File: config.mk
export PLATFORM = sky130hd
export DESIGN_NAME = ahb_lite_arbiter2
export DESIGN_NICKNAME = d
export VERILOG_FILES = /design/src/rtl/ahb_lite_arbiter2.sv
export SDC_FILE = /design/constraint.sdc
export NUM_CORES = 1
export LEC_CHECK = 0
export ABC_AREA = 1
export BUFFER_PORTS_ARGS = -buffer_cell sky130_fd_sc_hd__buf_2
export CAP_MARGIN = 20
export CELL_PAD_IN_SITES_DETAIL_PLACEMENT = 1
export CELL_PAD_IN_SITES_GLOBAL_PLACEMENT = 1
export CORE_UTILIZATION = 14
export CTS_BUF_LIST = sky130_fd_sc_hd__clkbuf_8
export DETAILED_ROUTE_END_ITERATION = 6
export PLACE_DENSITY_LB_ADDON = 0.1
export SLEW_MARGIN = 30
export SYNTH_ARGS = -nofsm -noshare
export SYNTH_HDL_FRONTEND = slang
export SYNTH_SLANG_ARGS = --single-unit
File: constraint.sdc
create_clock -name HCLK -period 1.2 [get_ports HCLK]
set_input_delay 0.06 -clock HCLK [delete_from_list [all_inputs] [get_ports HCLK]]
set_output_delay 0.06 -clock HCLK [all_outputs]
set_load 0.02 [all_outputs]
File: src/rtl/ahb_lite_arbiter2.sv
// Purpose: two-master AHB-Lite round-robin arbiter with bounded hold, plus address/data bus mux.
// Latency: muxes are combinational (no added latency); grant moves one HREADY=1 edge after the decision.
// Backpressure: HREADY=0 freezes grant, address owner, data owner and hold count; outputs stay stable.
module ahb_lite_arbiter2 #(
   parameter int AW       = 32,
   parameter int DW       = 32,
   parameter int HOLD_MAX = 4
) (
   input  logic          HCLK,
   input  logic          HRESET,
   input  logic          HBUSREQ_M0,
   input  logic [AW-1:0] HADDR_M0,
   input  logic [1:0]    HTRANS_M0,
   input  logic          HWRITE_M0,
   input  logic [2:0]    HSIZE_M0,
   input  logic [DW-1:0] HWDATA_M0,
   output logic          HGRANT_M0,
   input  logic          HBUSREQ_M1,
   input  logic [AW-1:0] HADDR_M1,
   input  logic [1:0]    HTRANS_M1,
   input  logic          HWRITE_M1,
   input  logic [2:0]    HSIZE_M1,
   input  logic [DW-1:0] HWDATA_M1,
   output logic          HGRANT_M1,
   input  logic          HREADY,
   output logic [AW-1:0] HADDR,
   output logic [1:0]    HTRANS,
   output logic          HWRITE,
   output logic [2:0]    HSIZE,
   output logic [DW-1:0] HWDATA,
   output logic          HMASTER
);

   localparam logic [1:0] HT_IDLE  = 2'b00;
   localparam int         CW       = ($clog2(HOLD_MAX) > 3) ? $clog2(HOLD_MAX) : 3;
   localparam logic [CW-1:0] CNT_LAST = CW'(HOLD_MAX - 1);

   logic          grant_q, grant_d;   // next address-phase owner
   logic          aown_q;             // current address-phase owner
   logic          down_q;             // current data-phase owner
   logic [CW-1:0] cnt_q, cnt_d;       // address phases since the grant last moved
   logic          park_q, park_d;     // grant is parked (nobody was requesting)
   logic          req_own, req_oth;
   logic          switch_grant;
   logic [1:0]    trans_mux;
   logic          xfer_act;

   // Raw transfer type of the address-phase owner; NONSEQ/SEQ both have bit 1 set.
   assign trans_mux = aown_q ? HTRANS_M1 : HTRANS_M0;
   assign xfer_act  = trans_mux[1];

   // Round-robin arbitration with bounded hold; only acts on HREADY=1 edges.
   // A parked grant belongs to the last-served master, so simultaneous fresh
   // requests go to the other one (out of reset that favours M1).
   always_comb begin
      req_own      = grant_q ? HBUSREQ_M1 : HBUSREQ_M0;
      req_oth      = grant_q ? HBUSREQ_M0 : HBUSREQ_M1;
      switch_grant = 1'b0;
      if (HREADY) begin
         if (!req_own && req_oth) begin
            switch_grant = 1'b1;
         end else if (req_own && req_oth &&
                      (park_q || ((cnt_q == CNT_LAST) && xfer_act))) begin
            switch_grant = 1'b1;
         end
      end
      grant_d = grant_q ^ switch_grant;
   end

   // Hold count: the outgoing owner still issues one address phase under the
   // old grant, and that phase is counted toward the new turn, so each owner
   // gets exactly HOLD_MAX transfers per turn under contention. Saturates at
   // HOLD_MAX-1 so a long solo run can still be preempted immediately.
   always_comb begin
      cnt_d  = cnt_q;
      park_d = park_q;
      if (HREADY) begin
         park_d = !(HBUSREQ_M0 || HBUSREQ_M1);
         if (switch_grant) begin
            cnt_d = '0;
         end else if (xfer_act && (cnt_q != CNT_LAST)) begin
            cnt_d = cnt_q + 1'b1;
         end
      end
   end

   // Ownership pipeline grant -> address phase -> data phase; frozen while HREADY=0.
   always_ff @(posedge HCLK) begin
      if (HRESET) begin
         grant_q <= 1'b0;
         aown_q  <= 1'b0;
         down_q  <= 1'b0;
         cnt_q   <= '0;
         park_q  <= 1'b1;
      end else if (HREADY) begin
         grant_q <= grant_d;
         aown_q  <= grant_q;
         down_q  <= aown_q;
         cnt_q   <= cnt_d;
         park_q  <= park_d;
      end
   end

   // Bus mux: address/control by address owner, write data by data owner.
   // Reset suppresses any transfer and write data so an in-flight access is dropped.
   always_comb begin
      HADDR  = aown_q ? HADDR_M1  : HADDR_M0;
      HWRITE = aown_q ? HWRITE_M1 : HWRITE_M0;
      HSIZE  = aown_q ? HSIZE_M1  : HSIZE_M0;
      HTRANS = HRESET ? HT_IDLE : trans_mux;
      HWDATA = HRESET ? '0 : (down_q ? HWDATA_M1 : HWDATA_M0);
   end

   assign HGRANT_M0 = !grant_q;
   assign HGRANT_M1 = grant_q;
   assign HMASTER   = aown_q;

endmodule
## Word level (Yosys, flattened, before mapping)

Index checks and enable logic that the tools add are counted.
W data, S select, Z words.

| word-level totals | value |
|---|---|
| bits in registers | 7 |
| word-level logic and storage cells | 35 |

| operators by class | value |
|---|---|
| $add $sub $neg | 1 |
| equal/unequal tests | 2 |
| multiplexer cells | 14 |
| bitwise gates (word level) | 1 |
| reductions and logical operators | 12 |

Operator list:

| operator | number |
|---|---|
| $mux W32 | 3 |
| $mux W3 | 3 |
| $mux W1 | 6 |
| $logic_and A1 B1 Y1 | 5 |
| $mux W2 | 2 |
| $add A3 B1 Y3 const B | 1 |
| $eq A3 B2 Y1 const B | 1 |
| $logic_not A1 Y1 | 3 |
| $ne A3 B2 Y1 const B | 1 |
| $logic_or A1 B1 Y1 | 2 |
| $reduce_and A2 Y1 | 1 |
| $reduce_bool A2 Y1 | 1 |
| $xor A1 B1 Y1 | 1 |

## Logic depth before layout (Yosys ltp)

Gate-level depths: netlist of the first run.

| logic depth | value |
|---|---|
| depth after elaboration | 9 |
| mapped depth | 8 |
| mapped depth without buffers | 8 |

## Least setup slack after synthesis of the first run

Ideal clock, no wire load.

| path | value |
|---|---|
| path kind | reg2out |
| from | reg aown_q (netlist: HMASTER) |
| to | out HADDR[13] |
| data arrival time | 1.111 ns |
| data required time | 1.140 ns |
| setup slack | 0.029 ns |
| cell stages (with the launch flop) | 5 |
| cell sequence | dfxtp_1 buf_2 buf_2 nand2_1 nand2_1 |

| between the ends | value |
|---|---|
| longest elaborated chain between the ends | 1 |

RTL lines:

| element | RTL line | text |
|---|---|---|
| from (decl) | 39 | `logic aown_q;` |
| from (signal assigned) | 97 | `aown_q <= grant_q;` |
| $mux W32 | 107 | `HADDR = aown_q ? HADDR_M1 : HADDR_M0;` |
| to (decl) | 26 | `output logic [AW-1:0] HADDR,` |

No other way between the ends.

## Final worst setup path of the first run

| path | value |
|---|---|
| from | reg down_q |
| to | out HWDATA[10] |

| between the ends | value |
|---|---|
| longest elaborated chain between the ends | 2 |

RTL lines:

| element | RTL line | text |
|---|---|---|
| from (decl) | 40 | `logic down_q;` |
| from (signal assigned) | 98 | `down_q <= aown_q;` |
| $mux W32 (2 in a row) | 111 | `HWDATA = HRESET ? '0 : (down_q ? HWDATA_M1 : HWDATA_M0);` |
| to (decl) | 30 | `output logic [DW-1:0] HWDATA,` |

No other way between the ends.

==> results by group, run 1 <==
Final layout
  – Area of the multi-input gates: ~0.0011 mm²
  – Finished Layout Cells: 609
  – Share of cells above drive strength 1: 53.9%
  – ANT cells: 0
  – Fin nets: 649
  – Fill count: between 1000 and 1500
  – Area Growth Syn to Fin: 135%
  – Design area: 0.00302 mm²
  – Sequential cell area: roughly 150 µm²
  – Final core utilization: about a third

Placed design
  – Final HPWL DP: 6320 µm
  – DP Area: 0.00255 mm²
  – Port Buffers: 217
  – Final Wtd Congestion: approximately 0.76
  – Inst Count DP: 598

Timing
  – Worst Clk Skew: 0.00206 ns
  – Minimum clock period: approximately 1.2 ns
  – TNS Setup: -0.299 ns
  – Relative slew margins: 87.6%
  – Worst Setup Slack, final: -0.0455 ns
  – Max Clock Freq: approximately 800 MHz
  – Slew Viols, Final: 0
  – Hold Vio Cnt, Final: 0
  – Actual slew at the worst max-slew pin: 0.186 ns
  – Tcrit/Tclk final: 104%
  – RSZ-0062 raised after global routing: yes
  – Final setup fails: 18

Critical path
  – WP buf/inv: 3
  – Slowest cell on the critical path: dfxtp_4
  – Critical path peak fanout: 10
  – Most frequent CP cell: nor2_1
  – R2R Path End: cnt_q[0]$_SDFFE_PP0P_
  – FF-to-FF path depth: 8
  – CP peak stage delay: approximately 0.37 ns
  – Critical path type: flip-flop to primary output
  – Crit end category: primary output
  – Crit path launch type: flip-flop
  – CP arrival: 1.19 ns
  – FF-to-FF Start: HMASTER$_SDFFE_PP0P_
  – Crit-path cells: inv_6, buf_12, nor2_1, nor2_1, buf_4
  – CP required: 1.14 ns
  – Setup slack, reg-to-reg: 0.06 ns
  – CP delay by family, top: buffers and inverters

Die
  – Rows: 34
  – Chip height: 97.8 µm
  – Starting Density: 14.6%
  – Core ar.: 0.00881 mm²
  – Top-Level Pins: about 220
  – Die Wd: 97.8 µm
  – Die area: roughly 0.0096 mm²

Status
  – Violated checks: design-rule violations, negative setup slack
  – Outcome: finished with violations

Detailed routing
  – Highest Signal Layer: met4
  – DR vias/cell: ~4.2
  – WL met3: slightly above 500 µm
  – DR DRC count: 36
  – WL met1: 3150 µm
  – Wirelength per Cell: 13.7 µm
  – 1st-iter DRT viols: 72
  – Antenna-violating nets left: 0
  – Via Count: between 2000 and 3000
  – DR WL met2: 4600 µm
  – Router iterations before antenna repair: 6
  – Drt total wl: 8360 µm

Synth
  – Yosys top cell by area: nand2_1
  – Yosys warns: 0
  – Syn_area_per_cell: about 4.5 µm²
  – Syn_nets: 430
  – #FFs+latches synth: 7
  – Post-synthesis cell area: 0.00128 mm²
  – Register area share after synthesis: 10.9%
  – Top cell type's share of synthesized area: 35.3%
  – Largest cells by area after synthesis: nand2_1 35%, nor2_1 22%, o21ai_0 14%
  – Unique masters post-synth: 17
  – Synthesized instance count: about 280

Worst hold path
  – Hold EP: park_q$_SDFFE_PP1P_
  – Worst hold path type: primary input to flip-flop
  – Hold depth: 4
  – HP Start: HBUSREQ_M0

Pwr
  – Leakage Power: 1.80 nW
  – Final Total Pwr: 1.94 mW
  – VDD IR max: 0.592 mV
  – Pwr Density: 644 mW/mm²

Clocking
  – Clock Sinks: 7
  – Maximum clock path buffer count: 2
  – Total CTS buffers: 3
  – Root Buffer: clkbuf_8
  – CTS tree: done
  – Worst skew pair latency: 0.22 ns
  – Htree depth: 1
  – Clk slew on worst S/H paths: 0.04 ns
  – Hold_buf cts: 0

GRT
  – Global-route wire length before repair: 12400 µm
  – Vias in the first global route: 2499
  – All-Layer GR Usage: 15.8%
  – Largest net degree at the start of global routing: 39
  – Initial antenna violation count: 0
  – Grt ovf: 0

Flow run
  – Max-cap violation count: 0
[layer usage]
metal  vias to the layer above  global-route usage [%]
met5                         -                       0
met4                         0                    2.91
met3                         8                    2.00
met2                       106                    33.0
met1                      1147                    16.7
li1                       1312                       -
[sequential cells by signal (all words and copies together) (netlist names)]
signal	count
HGRANT_M1	1
HMASTER	1
cnt_q	3
down_q	1
park_q	1
[placed cells by master (no fill, tap or decap)]
cell,count
a21oi_1,3
a21oi_2,1
and2_4,1
buf_12,5
buf_16,2
buf_2,159
buf_4,59
buf_6,4
buf_8,1
clkbuf_16,3
clkbuf_8,3
dfxtp_1,3
dfxtp_2,2
dfxtp_4,2
ha_4,2
inv_1,10
inv_2,2
inv_6,1
inv_8,1
nand2_1,117
nand2_2,3
nand2_4,1
nand3_1,1
nand3_2,1
nand4_1,3
nor2_1,57
nor2_2,16
nor2_4,1
o211ai_1,1
o21ai_0,28
o21ai_1,8
[per-stage QoR]
stage | hold WS [ns] | setup WS (ns)
floorplan | 0.200 | 0.0289
global placement | 0.378 | 0.0260
detailed placement | 0.386 | -0.0473
CTS | 0.148 | -0.0385
global route | 0.167 | -0.104
finish | 0.151 | -0.0455
[worst reg2reg max path, cell delays in order, from the launching register on]
cell,delay [ns]
dfxtp_4,0.38
inv_8,0.11
nand2_4,0.05
and2_4,0.14
buf_4,0.14
nand3_2,0.08
nand2_2,0.05
nand2_1,0.06
nor2_1,0.04
[final cells by class]
class,instances,area share (%)
clock inverter,1,0.124
tap,108,4.48
timing repair buffer,233,50.6
sequential,7,4.97
inverter,13,2.03
multi-input combinational,244,36.4
clock buffer,3,1.37
[worst max-delay path by stage]
stage / startpoint / end / slack (ns) / cells after the start
detailed placement: cnt_q[0]$_SDFFE_PP0P_ / cnt_q[1]$_SDFFE_PP0P_ / -0.05 / 7
finish: down_q$_SDFFE_PP0P_ / HWDATA[10] / -0.05 / 5
global placement: cnt_q[0]$_SDFFE_PP0P_ / cnt_q[2]$_SDFFE_PP0P_ / 0.03 / 7
floorplan: HMASTER$_SDFFE_PP0P_ / HADDR[13] / 0.03 / 4
CTS: HMASTER$_SDFFE_PP0P_ / HTRANS[1] / -0.04 / 6
global route: down_q$_SDFFE_PP0P_ / HWDATA[28] / -0.10 / 4
[synth_stat cells, drive strengths merged]
library cell and number:
nand4 3, a21oi 4, nand2 121, dfxtp 7, nand3 2, nor2 74
o211ai 1, o21ai 36, clkbuf 8, and2 1, inv 13, buf 11
ha 2
[kinds of logic after synthesis]
logic type,count (synthesis),synth area share (%)
simple gates,201,60.3
compound gates,41,16.2
buf+inv,32,10.7
flops,7,10.9
fa+ha+maj,2,1.95
[timing repair]
| action | CTS | global route |
|---|---|---|
| setup buffers | 1 | 0 |
| endpoints found under the hold margin | 0 | 0 |
| resized for setup | 72 | 43 |
| pin swaps | 2 | 2 |
| setup endpoints to repair | 75 | 74 |
| gates cloned | 2 | 4 |
[report_power, final]
group	internal (mW)	leakage, nW	total (mW)	switching (mW)
Combinational	0.629	1.71	1.36	0.731
Sequential	0.248	0.0597	0.268	0.0205
Clock	0.221	0.0269	0.317	0.0963
Total	1.10	1.80	1.94	0.848
Note: power is estimated with default switching activity, not from simulation.
==> run 2, diff against run 1 <==
--- a/config.mk
+++ b/config.mk
@@ -6,15 +6,17 @@
 export NUM_CORES = 1
 export LEC_CHECK = 0
 export ABC_AREA = 1
-export BUFFER_PORTS_ARGS = -buffer_cell sky130_fd_sc_hd__buf_2
+export BUFFER_PORTS_ARGS = -buffer_cell sky130_fd_sc_hd__clkbuf_2
 export CAP_MARGIN = 20
 export CELL_PAD_IN_SITES_DETAIL_PLACEMENT = 1
 export CELL_PAD_IN_SITES_GLOBAL_PLACEMENT = 1
 export CORE_UTILIZATION = 14
 export CTS_BUF_LIST = sky130_fd_sc_hd__clkbuf_8
+export CTS_CLUSTER_DIAMETER = 30
 export DETAILED_ROUTE_END_ITERATION = 6
 export PLACE_DENSITY_LB_ADDON = 0.1
 export SLEW_MARGIN = 30
 export SYNTH_ARGS = -nofsm -noshare
 export SYNTH_HDL_FRONTEND = slang
 export SYNTH_SLANG_ARGS = --single-unit
+export TNS_END_PERCENT = 10
==> results by group, run 2 (synthesis gave the netlist of run 1 again) <==
Status
  – Outcome: finished with violations
  – Violated checks: design-rule violations, negative setup slack

Clocking
  – CTS tree: done
  – Worst skew pair latency: 0.23 ns (about the same)
  – Htree depth: 1 (unchanged)
  – Maximum clock path buffer count: 2 (unchanged)
  – Total CTS buffers: 3 (unchanged)
  – Hold_buf cts: 0 (unchanged)
  – Root Buffer: clkbuf_8
  – Clk slew on worst S/H paths: 0.04 ns (about the same)
  – Clock Sinks: 7 (unchanged)

Final layout
  – Share of cells above drive strength 1: 50.6% (-3.3 points)
  – Fin nets: 648 (-0.15%)
  – Most frequent cells in the layout: 147 x clkbuf_2, 115 x nand2_1, 73 x nor2_1, 39 x buf_4, 34 x o21ai_0
  – Fill count: 1230 (-0.89%)
  – ANT cells: 0 (unchanged)
  – Max FFs per register: 3 (unchanged)
  – Finished Layout Cells: 608 (-0.16%)
  – Sequential cell area: 149 µm² (-0.83%)
  – Area of the multi-input gates: 0.00103 mm² (-5.8%)
  – Most common cell after layout, fill and taps aside: clkbuf_2
  – Most flops, register: cnt_q
  – Area Growth Syn to Fin: 136%

Timing
  – RSZ-0062 raised after global routing: yes
  – Relative slew margins: 85.0% (-2.6 points)
  – Minimum clock period: 1.24 ns (-0.00737 ns)
  – Actual slew at the worst max-slew pin: 0.225 ns (+0.0395 ns)
  – Hold Vio Cnt, Final: 0 (unchanged)
  – Tcrit/Tclk final: 103% (-0.61 points)
  – Slew Viols, Final: 0 (unchanged)
  – Worst Setup Slack, final: -0.0382 ns (+0.00737 ns)
  – Worst Clk Skew: 0.00333 ns (+0.00126 ns)
  – Final setup fails: 26 (+8)
  – Max Clock Freq: 808 MHz (+0.60%)

Detailed routing
  – Drt total wl: 8270 µm (-1.1%)
  – Router iterations before antenna repair: 6 (unchanged)
  – Antenna-violating nets left: 0 (unchanged)
  – DR DRC count: 36 (unchanged)
  – DR vias/cell: 4.26 (+0.94%)
  – Via Count: 2593 (+0.78%)
  – Wirelength per Cell: 13.6 µm (-0.94%)
  – 1st-iter DRT viols: 78 (+8.3%)

Worst hold path
  – Worst hold path type: primary input to flip-flop
  – HP Start: HBUSREQ_M1

Placed design
  – Port Buffers: 217 (unchanged)
  – Inst Count DP: 599 (+0.17%)
  – Setup Slack @ Placement: -0.0184 ns (+0.0288 ns)
  – Final Wtd Congestion: 0.738 (-2.6%)
  – Final HPWL DP: 6430 µm (+1.8%)

Critical path
  – Crit path launch type: flip-flop
  – Crit-path cells: buf_6, nand2_2, and2_4, inv_1, nor2_1, buf_4
  – CP peak stage delay: 0.37 ns (about the same)
  – Critical path type: flip-flop to primary output
  – FF-to-FF Start: HMASTER$_SDFFE_PP0P_
  – Crit path from: HMASTER$_SDFFE_PP0P_
  – CP required: 1.14 ns (about the same)
  – Crit end category: primary output
  – Slowest cell on the critical path: dfxtp_4
  – CP arrival: 1.18 ns (about the same)
  – Critical path peak fanout: 4 (-6)

Die
  – Core ar.: 0.00881 mm² (unchanged)
  – Starting Density: 14.6% (unchanged)
  – Top-Level Pins: 218 (unchanged)
  – Die area: 0.00957 mm² (unchanged)
  – Rows: 34 (unchanged)
  – Die Wd: 97.8 µm (unchanged)
  – Chip height: 97.8 µm (unchanged)

Pwr
  – Pwr Density: 659 mW/mm² (+2.3%)
  – VDD IR max: 0.494 mV (-17%)
  – Leakage Power: 1.85 nW (+2.7%)

GRT
  – Grt ovf: 0 (unchanged)
  – Global-route wire length before repair: 12400 µm (-0.11%)
  – All-Layer GR Usage: 15.9% (+0.081 points)
  – Initial antenna violation count: 0 (unchanged)
  – Largest net degree at the start of global routing: 39 (unchanged)
  – Vias in the first global route: 2513 (+0.56%)

Flow run
  – Max-cap violation count: 0 (unchanged)
-- run 2: metal layers --
layer	vias up	GRT usage (%)	share of wire, %
met3	6	2.51	6.3
met1	1176	16.7	36
met4	0	3.73	0.94
li1	1309	-	-
met5	-	0	0
met2	102	32.6	56
-- run 2: repair_timing --
| item | CTS | global route |
|---|---|---|
| pin swaps | 1 | 9 |
| gates cloned | 1 | 2 |
| setup buffers | 2 | 0 |
| setup endpoints to repair | 73 | 74 |
| gates resized for setup | 76 | 104 |
-- run 2: path summary, 6_finish.rpt --
path / to / slack, ns / depth (start not counted)
min: park_q$_SDFFE_PP1P_ / 0.16 / 4
max: HTRANS[1] / -0.04 / 6
max reg2reg: cnt_q[0]$_SDFFE_PP0P_ / 0.01 / 8
min reg2reg: cnt_q[2]$_SDFFE_PP0P_ / 0.48 / 2
-- run 2: through the flow --
step / util (%) / setup TNS [ns] / power [mW] / area, µm² / hold WS [ns]
floorplan: - / 0 / 0.862 / 1280 / 0.200
global placement: 29.2 / 0 / 1.41 / 2570 / 0.384
detailed placement: 29.2 / -0.0350 / 1.43 / 2570 / 0.406
CTS: 32.4 / -2.08 / 1.90 / 2850 / 0.159
global route: 34.5 / -2.93 / 2.14 / 3040 / 0.181
finish: 34.5 / -0.346 / 2.00 / 3040 / 0.157
-- run 2: where the power goes --
| part | internal [mW] | switching, mW |
|---|---|---|
| Combinational | 0.676 | 0.730 |
| Sequential | 0.247 | 0.0160 |
| Clock | 0.222 | 0.112 |
| Total | 1.15 | 0.857 |
-- run 2: worst max-delay path, delay by kind of cell, from the launching register on --
kind | cells | cell delay, ns
buffers and inverters | 3 | 0.31
AND/OR/NAND/NOR | 3 | 0.26
flip-flops | 1 | 0.37
-- run 2: layout make-up --
cell class | count | area share [%]
Clock inverter | 1 | 0.124
Sequential cell | 7 | 4.90
Tap cell | 108 | 4.45
Multi-Input combinational cell | 244 | 34.1
Inverter | 13 | 1.85
Timing Repair Buffer | 232 | 53.3
Clock buffer | 3 | 1.36
